**config.mk**
```make
export PLATFORM = sky130hd
export DESIGN_NAME = div_radix2
export DESIGN_NICKNAME = d
export VERILOG_FILES = /design/src/rtl/div_pkg.sv /design/src/rtl/div_radix2_step.sv /design/src/rtl/div_radix2.sv
export SDC_FILE = /design/constraint.sdc
export NUM_CORES = 1
export LEC_CHECK = 0
export ABC_AREA = 1
export CORE_MARGIN = 2
export CORE_UTILIZATION = 55
export DETAILED_ROUTE_END_ITERATION = 7
export PLACE_DENSITY = 0.76
export SLEW_MARGIN = 20
export SYNTH_ARGS = -nofsm -noshare
export SYNTH_HDL_FRONTEND = slang
export SYNTH_HIERARCHICAL = 1
export SYNTH_SLANG_ARGS = --single-unit
```
**constraint.sdc**
```tcl
create_clock -name clk -period 8.5 [get_ports clk]
set_input_delay 0.85 -clock clk [delete_from_list [all_inputs] [get_ports clk]]
set_output_delay 0.85 -clock clk [all_outputs]
set_load 0.005 [all_outputs]
```
**src/rtl/div_pkg.sv**
```systemverilog
// Shared types and constants for the radix-2 restoring divider.
// Also provides the execute-stage operation codes used to recognise divide requests.
`ifndef DIV_CONTROL
`define DIV_CONTROL  5'b11010
`endif
`ifndef DIVU_CONTROL
`define DIVU_CONTROL 5'b11011
`endif

package div_pkg;

    typedef enum logic [1:0] {
        DIV_IDLE = 2'd0,
        DIV_BUSY = 2'd1,
        DIV_DONE = 2'd2
    } div_state_t;

    localparam int DIV_ITERS = 32;

endpackage

```
**src/rtl/div_radix2_step.sv**
```systemverilog
// One restoring-division iteration: shift in the next dividend bit, trial-subtract the divisor.
// Purely combinational; the top module registers the partial remainder between iterations.
module div_radix2_step (
    input  logic [32:0] rem_in,
    input  logic        next_bit,
    input  logic [31:0] divisor,
    output logic [32:0] rem_out,
    output logic        quot_bit
);

    logic [33:0] shifted;
    logic [33:0] diff;

    // rem_in is always below the divisor, so bit 33 of the difference is a clean borrow flag.
    assign shifted  = {rem_in, next_bit};
    assign diff     = shifted - {2'b00, divisor};
    assign quot_bit = ~diff[33];
    assign rem_out  = quot_bit ? diff[32:0] : shifted[32:0];

endmodule

```
**src/rtl/div_radix2.sv**
```systemverilog
// Iterative radix-2 restoring divider for DIV/DIVU: 32 busy cycles, then a one-cycle ready pulse.
// Result is {remainder, quotient}; operands are latched on accept and signs restored at the end.
module div_radix2
    import div_pkg::*;
(
    input  logic        clk,
    input  logic        rst,
    input  logic [4:0]  alucontrol_i,
    input  logic [31:0] opdata1_i,
    input  logic [31:0] opdata2_i,
    input  logic        start_i,
    input  logic        annul_i,
    output logic [63:0] result_o,
    output logic        ready_o
);

    localparam logic [4:0] LAST_ITER = 5'(DIV_ITERS - 1);
    localparam logic [4:0] MSB_IDX   = 5'd31;

    div_state_t  state_reg;
    logic [4:0]  count_reg;
    logic        signed_reg;
    logic [31:0] dividend_abs_reg;
    logic [31:0] divisor_abs_reg;
    logic [31:0] dividend_raw_reg;
    logic        dividend_neg_reg;
    logic        divisor_neg_reg;
    logic [32:0] rem_reg;
    logic [31:0] quot_reg;

    logic        is_signed_op;
    logic        is_div_op;
    logic        dividend_neg_next;
    logic        divisor_neg_next;
    logic [32:0] step_rem;
    logic        step_bit;
    logic [31:0] quot_raw;
    logic [31:0] rem_raw;
    logic [31:0] quot_fixed;
    logic [31:0] rem_fixed;
    logic [63:0] result_next;

    assign is_signed_op      = (alucontrol_i == `DIV_CONTROL);
    assign is_div_op         = is_signed_op || (alucontrol_i == `DIVU_CONTROL);
    assign dividend_neg_next = is_signed_op && opdata1_i[31];
    assign divisor_neg_next  = is_signed_op && opdata2_i[31];

    div_radix2_step u_step (
        .rem_in   (rem_reg),
        .next_bit (dividend_abs_reg[MSB_IDX - count_reg]),
        .divisor  (divisor_abs_reg),
        .rem_out  (step_rem),
        .quot_bit (step_bit)
    );

    // Final values are taken straight from the last step so the result lands on the BUSY->DONE edge.
    assign quot_raw   = {quot_reg[30:0], step_bit};
    assign rem_raw    = step_rem[31:0];
    assign quot_fixed = (signed_reg && (dividend_neg_reg ^ divisor_neg_reg)) ? -quot_raw : quot_raw;
    assign rem_fixed  = (signed_reg && dividend_neg_reg) ? -rem_raw : rem_raw;

    always_comb begin
        result_next = {rem_fixed, quot_fixed};
        if (divisor_abs_reg == 32'h0) begin
            result_next = {dividend_raw_reg, 32'hFFFF_FFFF};
        end
    end

    always_ff @(posedge clk or posedge rst) begin
        if (rst) begin
            state_reg        <= DIV_IDLE;
            count_reg        <= 5'd0;
            signed_reg       <= 1'b0;
            dividend_abs_reg <= 32'h0;
            divisor_abs_reg  <= 32'h0;
            dividend_raw_reg <= 32'h0;
            dividend_neg_reg <= 1'b0;
            divisor_neg_reg  <= 1'b0;
            rem_reg          <= 33'h0;
            quot_reg         <= 32'h0;
            result_o         <= 64'h0;
            ready_o          <= 1'b0;
        end else begin
            ready_o <= 1'b0;
            case (state_reg)
                DIV_IDLE: begin
                    if (start_i && !annul_i && is_div_op) begin
                        signed_reg       <= is_signed_op;
                        dividend_abs_reg <= dividend_neg_next ? -opdata1_i : opdata1_i;
                        divisor_abs_reg  <= divisor_neg_next ? -opdata2_i : opdata2_i;
                        dividend_raw_reg <= opdata1_i;
                        dividend_neg_reg <= dividend_neg_next;
                        divisor_neg_reg  <= divisor_neg_next;
                        rem_reg          <= 33'h0;
                        quot_reg         <= 32'h0;
                        count_reg        <= 5'd0;
                        state_reg        <= DIV_BUSY;
                    end
                end
                DIV_BUSY: begin
                    if (annul_i) begin
                        state_reg <= DIV_IDLE;
                    end else begin
                        rem_reg   <= step_rem;
                        quot_reg  <= quot_raw;
                        count_reg <= count_reg + 5'd1;
                        if (count_reg == LAST_ITER) begin
                            result_o  <= result_next;
                            ready_o   <= 1'b1;
                            state_reg <= DIV_DONE;
                        end
                    end
                end
                DIV_DONE: begin
                    state_reg <= DIV_IDLE;
                end
                default: begin
                    state_reg <= DIV_IDLE;
                end
            endcase
        end
    end

endmodule
```
==> results by group, run 1 <==
Finish
  • Most common cell after layout, fill and taps aside: nand2_1
  • Max reg flops: 64
  • Final nets: ~2.9k
  • Filler cells: between 2k and 3k
  • Most frequent cells in the layout: 885 x nand2_1, 370 x inv_1, 329 x nand3_1
  • Area delta synth->final: 14.8%
  • Ratio of cells with drive above 1 in the final layout: approximately 4.0%
  • Core Util, Final: 64.6%

Yosys
  • Number of enable flip-flop cells after synthesis: 0
  • Synth async-reset ratio: 100%
  • Post-Synthesis Net Count: 2,767
  • Seq/Total Area, Yosys: 34.9%
  • Top_reg_cell synth: dfrtp_1
  • Netlist cell types: 40
  • Warnings from Yosys: 6
  • Syn Area/Cell: around 6.3 sq um
  • Yosys reg bits: 234
  • Syn Inst Count: 2,655
  • Syn Std Cell Area: 0.0168 sq mm

Drt
  • Routed wire per std cell: 17.0 um
  • DRC Markers: 0
  • DRT Pass-1 Iters: 6
  • Initial DRC count: 1,963
  • Vias per inst: 5.61
  • Antenna-violating nets left: 0
  • WL final: 53.7 mm
  • Routed via count: between 15k and 20k

Power and ir drop
  • Power density cells: ~330 mW/mm^2
  • Sw power: 3.18 mW
  • Leak: around 10 nW
  • Flop pwr share: approximately a quarter
  • VDD IR max: ~170 uV
  • Gate power share: 56.6%
  • Internal power: 3.12 mW
  • Switching share of power: 50.5%
  • Clock power frac: ~20%

STA
  • Fmax: ~190 MHz
  • Final hold violation count: 0
  • Setup TNS Final: 0 ns
  • RSZ-0062 raised after global routing: false
  • Final Skew: 0.0104 ns
  • Final slew viol count: 0
  • Tmin final: 5.24 ns
  • Setup violators final: 0
  • Crit share post-route: 61.6%
  • Worst-margin pin slew: 1.00 ns
  • Rel. slew slack: 33.1%

Clock network
  • Post-CTS setup buffers: 0
  • CTS Buf Count: 27
  • CTS Hold Buffers Added: 0
  • CTS tree: yes
  • CTS-repair resized insts: 0
  • CTS max path bufs: 3
  • Clock sinks: 234
  • Root buffer cell: clkbuf_16
  • Skew-Pair Late Insertion Delay: 0.54 ns
  • Clock transition at path regs: around 0.06 ns
  • # H-tree levels: 1

GRT
  • Tot GR Track Use: 33.9%
  • Global-route wire length before repair: 85.3 mm
  • Initial antenna violation count: 1
  • Vias in the first global route: 16.1k
  • Largest net degree at the start of global routing: 105
  • Grt ovf: 0

Worst setup path
  • WP data arrival: 5.66 ns
  • Critical path type: reg2reg
  • Most frequent CP cell: nand2_1
  • FF-to-FF End: result_o[49]
  • RR Startpoint: count_reg[0]
  • R2R depth: 28
  • CP endpoint: result_o[49]
  • CP endpoint kind: flop
  • CP max-delay cell: dfrtp_1
  • CP startpoint: count_reg[0]
  • CP max FO: 34
  • Reg2Reg Setup Slack: 3.26 ns
  • Startpoint types: flop
  • Req. time, crit path: slightly below 9 ns
  • Max stage delay on crit path: 0.69 ns

Die
  • Core area: 0.0298 sq mm
  • DIE AREA: 0.0319 sq mm
  • Top Ports: ~140
  • Num rows: 63
  • Initial Utilization: 56.3%
  • DIE WIDTH: between 150 and 200 um
  • Die Y: 179 um

Min path
  • Worst hold path type: reg2reg

Placement
  • Detailed Place HPWL: 41.2 mm
  • Placer Congestion: ~0.98
  • PortBufs: 137

Outcome
  • Status: completed

Run
  • Max-Cap Viols: 0
## metal layers
| metal | up-vias | global-route usage [%] | part of all wire, % |
|---|---|---|---|
| li1 | 8547 | - | - |
| met3 | 93 | 6.16 | 9.0 |
| met2 | 822 | 51.9 | 44 |
| met5 | - | 0 | 0 |
| met1 | 8262 | 49.7 | 45 |
| met4 | 0 | 7.79 | 2.2 |
## power by group through the flow
stage	clock network (mW)	logic (mW)	registers (mW)
2_1_floorplan	0	2.51	1.41
4_1_cts	1.27	3.45	1.47
3_3_place_gp	0	3.41	1.48
6_report	1.26	3.56	1.47
3_5_place_dp	0	3.43	1.48
5_1_grt	1.32	3.95	1.49
## synth_stat cells (13+ instances only)
cell type  count  area (sq um)
nand4_1       28           175
ha_1          38           475
xor2_1        33           289
a21oi_1       52           260
o21ai_0      164           821
nand2_1      886          3330
or2_2         15          93.8
nor2_1       288          1080
inv_1        372          1400
a31oi_1       13          81.3
and2_1        13          81.3
nand3_1      329          1650
dfrtp_1      234          5860
nor3_1        13          65.1
clkbuf_1      30           113
buf_2         38           190
## critical path, delay by kind of cell, from the launching register on
family | cells | cell delay, ns
flip-flops | 1 | 0.69
AO/OA/AOI/OAI | 2 | 0.34
buffers and inverters | 4 | 0.67
AND/OR/NAND/NOR | 21 | 3.23
adder cells (fa/ha/maj) | 1 | 0.18
## area by class of cell
| cell class | count | area [sq um] | area share, % |
|---|---|---|---|
| Multi-Input combinational cell | 1958 | 9050 | 47.1 |
| Sequential cell | 234 | 5860 | 30.4 |
| Timing Repair Buffer | 147 | 1450 | 7.52 |
| Inverter | 379 | 1430 | 7.43 |
| Clock buffer | 36 | 759 | 3.95 |
| Tap cell | 390 | 488 | 2.54 |
| Clock inverter | 13 | 204 | 1.06 |
| Antenna cell | 1 | 2.50 | 0.0130 |
## stage by stage
stage          instances  hold slack (ns)  total power, mW  instance area [sq um]  setup slack, ns
5_1_grt             3157            0.510             6.76                  19200             2.75
4_1_cts             3157            0.487             6.19                  19200             3.40
6_report            3158            0.488             6.30                  19200             3.26
2_1_floorplan       2655            0.448             3.93                  16800             1.23
3_3_place_gp        3108            0.464             4.89                  18300             3.64
3_5_place_dp        3108            0.472             4.91                  18300             3.45
## kinds of logic after synthesis
family	synth area share [%]
AND/OR/NAND/NOR	40.5
XOR/XNOR	1.78
AO/OA/AOI/OAI	8.73
adder cells (fa/ha/maj)	2.96
buffers and inverters	11.1
flip-flops	34.9
## worst min path at each step
stage / start / end / slack, ns / depth (start not counted)
2_1_floorplan: dividend_raw_reg[2] / dividend_raw_reg[2] / 0.45 / 2
3_3_place_gp: dividend_raw_reg[4] / dividend_raw_reg[4] / 0.46 / 2
3_5_place_dp: dividend_raw_reg[6] / dividend_raw_reg[6] / 0.47 / 2
4_1_cts: dividend_raw_reg[6] / dividend_raw_reg[6] / 0.49 / 2
5_1_grt: dividend_raw_reg[11] / dividend_raw_reg[11] / 0.51 / 2
6_report: dividend_raw_reg[6] / dividend_raw_reg[6] / 0.49 / 2
(Power assumes the default switching activity.)
==> inputs of run 2 (changes only) <==
==> constraint.sdc (replaced) <==
create_clock -name clk -period 5.18 [get_ports clk]
set_input_delay 0.518 -clock clk [delete_from_list [all_inputs] [get_ports clk]]
set_output_delay 0.518 -clock clk [all_outputs]
set_load 0.005 [all_outputs]
==> results by group, run 2 (synthesis gave the netlist of run 1 again) <==
Outcome
  • Status: completed (unchanged)

Power and ir drop
  • VDD IR max: 278 uV (was 172 uV)
  • Power density cells: 526 mW/mm^2 (was 327 mW/mm^2)
  • Clock power frac: 18.9% (was 20.0%)
  • Switching share of power: 50.4% (was 50.5%)
  • Leak: 10.2 nW (about the same)
  • Flop pwr share: 23.8% (was 23.4%)
  • Gate power share: 57.2% (was 56.6%)
  • Total power draw: 10.1 mW (was 6.30 mW)
  • Internal power: 5.01 mW (was 3.12 mW)
  • Sw power: 5.10 mW (was 3.18 mW)

Finish
  • Diode count: 0 (was 1)
  • Most frequent cells in the layout: 885 x nand2_1, 370 x inv_1, 329 x nand3_1 (unchanged)
  • Filler cells: 2,830 (was 2,797)
  • Ratio of cells with drive above 1 in the final layout: 4.15% (was 4.01%)
  • Fin cells: 3,163 (was 3,158)
  • Register Area: 0.00586 sq mm (unchanged)
  • Post-route cell area: 0.0192 sq mm (about the same)
  • Area delta synth->final: 14.8% (about the same)
  • Most common cell after layout, fill and taps aside: nand2_1 (unchanged)
  • Final nets: 2,868 (was 2,859)
  • Max reg flops: 64 (unchanged)
  • Core Util, Final: 64.6% (about the same)
  • Footprint of the multi-input gates: 0.00907 sq mm (was 0.00905 sq mm)

Worst setup path
  • Most frequent CP cell: nand2_1 (unchanged)
  • WP data arrival: 5.05 ns (was 5.66 ns)
  • CP max-delay cell: dfrtp_1 (unchanged)
  • Max stage delay on crit path: 0.48 ns (was 0.69 ns)
  • CP endpoint kind: flop (unchanged)
  • Startpoint types: flop (unchanged)
  • Req. time, crit path: 5.60 ns (was 8.92 ns)
  • CP max FO: 17 (was 34)
  • Critical path type: reg2reg (unchanged)
  • Reg2Reg Setup Slack: 0.55 ns (was 3.26 ns)

Die
  • Initial Utilization: 56.3% (unchanged)
  • Die Y: 179 um (unchanged)
  • DIE WIDTH: 179 um (unchanged)
  • Top Ports: 138 (unchanged)
  • Core area: 0.0298 sq mm (unchanged)
  • DIE AREA: 0.0319 sq mm (unchanged)
  • Num rows: 63 (unchanged)

GRT
  • Largest net degree at the start of global routing: 179 (was 105)
  • Initial antenna violation count: 0 (was 1)
  • Grt ovf: 0 (unchanged)
  • Vias in the first global route: 16.5k (was 16.1k)
  • Tot GR Track Use: 34.2% (was 33.9%)
  • Global-route wire length before repair: 85.9 mm (was 85.3 mm)

Clock network
  • # H-tree levels: 1 (unchanged)
  • Skew-Pair Late Insertion Delay: 0.54 ns (about the same)
  • CTS Buf Count: 26 (was 27)
  • CTS max path bufs: 3 (unchanged)
  • CTS Hold Buffers Added: 0 (unchanged)
  • Root buffer cell: clkbuf_16 (unchanged)
  • CTS tree: yes (unchanged)
  • Clock transition at path regs: 0.06 ns (about the same)
  • Clock sinks: 234 (unchanged)

STA
  • Rel. slew slack: 32.7% (was 33.1%)
  • Setup violators final: 0 (unchanged)
  • Fmax: 216 MHz (was 191 MHz)
  • Tmin final: 4.63 ns (was 5.24 ns)
  • Final hold violation count: 0 (unchanged)
  • Worst-margin pin slew: 1.01 ns (was 1.00 ns)
  • Crit share post-route: 89.4% (was 61.6%)
  • Final Skew: 0.0126 ns (was 0.0104 ns)
  • Final slew viol count: 0 (unchanged)

Placement
  • Inst Count DP: 3,118 (was 3,108)
  • Post-DP Area: 0.0184 sq mm (was 0.0183 sq mm)
  • Detailed Place HPWL: 41.5 mm (was 41.2 mm)
  • Placer Congestion: 0.997 (was 0.984)
  • PortBufs: 137 (unchanged)

Drt
  • Routed via count: 17.6k (was 17.7k)
  • Vias per inst: 5.56 (was 5.61)
  • Routed wire per std cell: 17.0 um (about the same)
  • DRT Pass-1 Iters: 5 (was 6)
  • WL final: 53.9 mm (was 53.7 mm)
  • Initial DRC count: 1,798 (was 1,963)
  • Antenna-violating nets left: 0 (unchanged)
  • DRC Markers: 0 (unchanged)

Min path
  • Worst hold path type: reg2reg (unchanged)

Run
  • Max-Cap Viols: 0 (unchanged)
run 2: cell types whose count changed in the layout (fill, tap and decap cells not counted), moves of 2 or more:
cell | before | now
buf_4 | 10 | 19
nor2_1 | 288 | 286
bufinv_16 | 5 | 3
clkbuf_1 | 4 | 8
clkinvlp_4 | 1 | 4
nor2_2 | 8 | 10
clkinv_2 | 4 | 0
inv_6 | 3 | 0
run 2: stage by stage:
stage                     setup TNS [ns]  worst slack [ns]  hold slack (ns)
after global placement                 0             0.740            0.465
after CTS                              0             0.594            0.484
after floorplan                        0              1.50            0.448
after global routing            -0.00341          -0.00341            0.519
after detailed placement               0             0.604            0.469
final                                  0             0.550            0.480
run 2: critical path: cells and delay by family (launching register included):
| family | cells | cell delay [ns] |
|---|---|---|
| buffers and inverters | 5 | 0.68 |
| AOI/OAI and AO/OA | 3 | 0.50 |
| adders and majority gates | 2 | 0.41 |
| DFF | 1 | 0.48 |
| and+or+nand+nor | 18 | 2.44 |
run 2: power groups by stage:
stage | combinational (mW) | sequential (mW) | clock [mW]
6_report | 5.79 | 2.41 | 1.92
5_1_grt | 6.51 | 2.45 | 2.00
4_1_cts | 5.65 | 2.40 | 1.93
3_5_place_dp | 5.61 | 2.43 | 0
3_3_place_gp | 5.58 | 2.43 | 0
2_1_floorplan | 4.12 | 2.32 | 0
run 2: area by class of cell:
type,count,share of cell area (%)
well taps,390,2.54
repair buffers,157,7.97
clock inverters,6,0.585
inverters,379,7.41
multi-input cells,1958,47.1
clock buffers,39,3.95
flip-flops and latches,234,30.4
run 2: path summary, 6_finish.rpt:
check,from,endpoint,cells past startpoint
min in group asynchronous,rst,result_o[4],3
max,count_reg[1],result_o[18],28
max reg2reg,count_reg[1],result_o[18],28
max in group asynchronous,rst,divisor_neg_reg,3
min reg2reg,dividend_raw_reg[11],dividend_raw_reg[11],2
min,dividend_raw_reg[11],dividend_raw_reg[11],2
run 2: what timing repair did:
| item | CTS | global route |
|---|---|---|
| endpoints found under the setup margin | 0 | 4 |
| buffers inserted | 0 | 0 |
| gates resized for setup | 0 | 3 |
run 2: metal layers:
| layer | wire length [um] | vias to the layer above | GRT usage [%] |
|---|---|---|---|
| met5 | 0 | - | 0 |
| met4 | 1440 | 0 | 9.35 |
| met3 | 4260 | 106 | 4.20 |
| met2 | 24100 | 742 | 54.9 |
| met1 | 24200 | 8177 | 48.8 |
| li1 | - | 8560 | - |
==> inputs of run 3 (changes only) <==
--- a/config.mk
+++ b/config.mk
@@ -6,7 +6,7 @@
 export NUM_CORES = 1
 export LEC_CHECK = 0
 export ABC_AREA = 1
-export CORE_MARGIN = 2
+export CORE_MARGIN = 5
 export CORE_UTILIZATION = 55
 export DETAILED_ROUTE_END_ITERATION = 7
 export PLACE_DENSITY = 0.76
==> results by group, run 3 (synthesis gave the netlist of run 1 again) <==
Outcome
  • Status: completed (unchanged)

Worst setup path
  • WP data arrival: 5.11 ns (was 5.05 ns)
  • Most frequent CP cell: nand2_1 (unchanged)
  • Startpoint types: flop (unchanged)
  • CP max-delay cell: dfrtp_1 (unchanged)
  • Max stage delay on crit path: 0.33 ns (was 0.48 ns)
  • Critical path's top delay family: simple AND/OR/NAND/NOR gates (unchanged)
  • WP buf/inv: 7 (was 5)
  • CP endpoint kind: flop (unchanged)
  • Critical path type: reg2reg (unchanged)
  • Req. time, crit path: 5.60 ns (about the same)
  • CP max FO: 34 (was 17)

STA
  • Tmin final: 4.69 ns (was 4.63 ns)
  • Setup WS post-layout: 0.488 ns (was 0.550 ns)
  • Final hold violation count: 0 (unchanged)
  • Setup violators final: 0 (unchanged)
  • Crit share post-route: 90.6% (was 89.4%)
  • Final slew viol count: 0 (unchanged)
  • Final Skew: 0.0223 ns (was 0.0126 ns)
  • Setup TNS Final: 0 ns (unchanged)
  • RSZ-0062 raised after global routing: false
  • Worst-margin pin slew: 0.911 ns (was 1.01 ns)
  • Rel. slew slack: 39.2% (was 32.7%)
  • Fmax: 213 MHz (was 216 MHz)

GRT
  • Largest net degree at the start of global routing: 97 (was 179)
  • Vias in the first global route: 16.2k (was 16.5k)
  • Tot GR Track Use: 31.3% (was 34.2%)
  • Global-route wire length before repair: 86.2 mm (was 85.9 mm)
  • Initial antenna violation count: 0 (unchanged)
  • Grt ovf: 0 (unchanged)

Clock network
  • # H-tree levels: 1 (unchanged)
  • CTS Buf Count: 27 (was 26)
  • Skew-Pair Late Insertion Delay: 0.54 ns (about the same)
  • Root buffer cell: clkbuf_16 (unchanged)
  • Clock transition at path regs: 0.07 ns (was 0.06 ns)
  • Post-CTS setup buffers: 0 (unchanged)
  • CTS tree: yes (unchanged)
  • CTS max path bufs: 3 (unchanged)
  • Clock sinks: 234 (unchanged)

Finish
  • Most common cell after layout, fill and taps aside: nand2_1 (unchanged)
  • Max reg flops: 64 (unchanged)
  • Ratio of cells with drive above 1 in the final layout: 4.43% (was 4.15%)
  • Most frequent cells in the layout: 885 x nand2_1, 369 x inv_1, 329 x nand3_1 (was 885 x nand2_1, 370 x inv_1, 329 x nand3_1)
  • Diode count: 0 (unchanged)
  • Area delta synth->final: 15.0% (was 14.8%)
  • Fin cells: 3,175 (was 3,163)
  • Core Util, Final: 63.5% (was 64.6%)
  • Final nets: 2,870 (was 2,868)

Min path
  • Worst hold path type: in2async (was reg2reg)

Die
  • DIE WIDTH: 185 um (was 179 um)
  • Initial Utilization: 55.2% (was 56.3%)
  • Top Ports: 138 (unchanged)
  • DIE AREA: 0.0341 sq mm (was 0.0319 sq mm)
  • Core area: 0.0303 sq mm (was 0.0298 sq mm)
  • Num rows: 64 (was 63)
  • Die Y: 185 um (was 179 um)

Drt
  • WL final: 53.8 mm (was 53.9 mm)
  • DRC Markers: 0 (unchanged)
  • Vias per inst: 5.54 (was 5.56)
  • Routed wire per std cell: 17.0 um (about the same)
  • Routed via count: 17.6k (about the same)
  • Antenna-violating nets left: 0 (unchanged)
  • DRT Pass-1 Iters: 6 (was 5)
  • Initial DRC count: 1,626 (was 1,798)

Power and ir drop
  • Power density cells: 525 mW/mm^2 (was 526 mW/mm^2)
  • Leak: 10.2 nW (about the same)
  • VDD IR max: 404 uV (was 278 uV)

Placement
  • Post-place setup slack: 0.428 ns (was 0.604 ns)
  • PortBufs: 137 (unchanged)
  • Inst Count DP: 3,125 (was 3,118)
  • Placer Congestion: 1.04 (was 0.997)
  • Detailed Place HPWL: 41.8 mm (was 41.5 mm)

Run
  • Max-Cap Viols: 0 (unchanged)
-- run 3: layout make-up --
class | instances | area [sq um]
sequential | 234 | 5860
inverter | 379 | 1430
multi-input combinational | 1958 | 9070
clock buffer | 36 | 749
tap | 396 | 495
clock inverter | 14 | 128
timing repair buffer | 158 | 1550
fill | 2870 | 11100
-- run 3: final timing paths --
check | cells after the start | from | to | slack, ns
max | 31 | count_reg[0] | result_o[20] | 0.49
min | 2 | rst | rem_reg[1] | 0.29
max reg2reg | 31 | count_reg[0] | result_o[20] | 0.49
min reg2reg | 2 | dividend_raw_reg[11] | dividend_raw_reg[11] | 0.49
max in group asynchronous | 3 | rst | divisor_abs_reg[24] | 3.95
min in group clk | 2 | dividend_raw_reg[11] | dividend_raw_reg[11] | 0.49
-- run 3: repair_timing --
action,4_1_cts,5_1_grt
hold buffers,0,0
hold endpoints to repair,0,0
resized for setup,0,4
endpoints found under the setup margin,0,22
-- run 3: where the power goes --
part / internal, mW / total [mW] / switching, mW / leakage, nW
combinational: 1.74 / 5.83 / 4.09 / 6.69
sequential: 2.12 / 2.41 / 0.293 / 3.10
clock: 1.08 / 1.88 / 0.803 / 0.425
-- run 3: metrics by stage --
stage	hold WS [ns]	power (mW)	instance area, sq um
floorplan	0.448	6.44	16800
global placement	0.465	8.03	18400
detailed placement	0.478	8.07	18400
CTS	0.287	9.99	19200
global route	0.327	10.9	19300
finish	0.289	10.1	19300
-- run 3: routing by layer --
| metal | track usage [%] | vias to the layer above | routed length, um |
|---|---|---|---|
| met1 | 46.9 | 8238 | 24300 |
| met4 | 7.81 | 0 | 1410 |
| met2 | 48.4 | 692 | 23900 |
| li1 | - | 8565 | - |
| met3 | 3.87 | 97 | 4240 |
| met5 | 0 | - | 0 |
-- run 3: worst reg2reg max path: cells and delay by family, from the launching register on --
family	cells	cell delay, ns
compound gates	4	0.56
fa+ha+maj	2	0.42
buf+inv	7	1.13
flops	1	0.33
simple gates	18	2.13
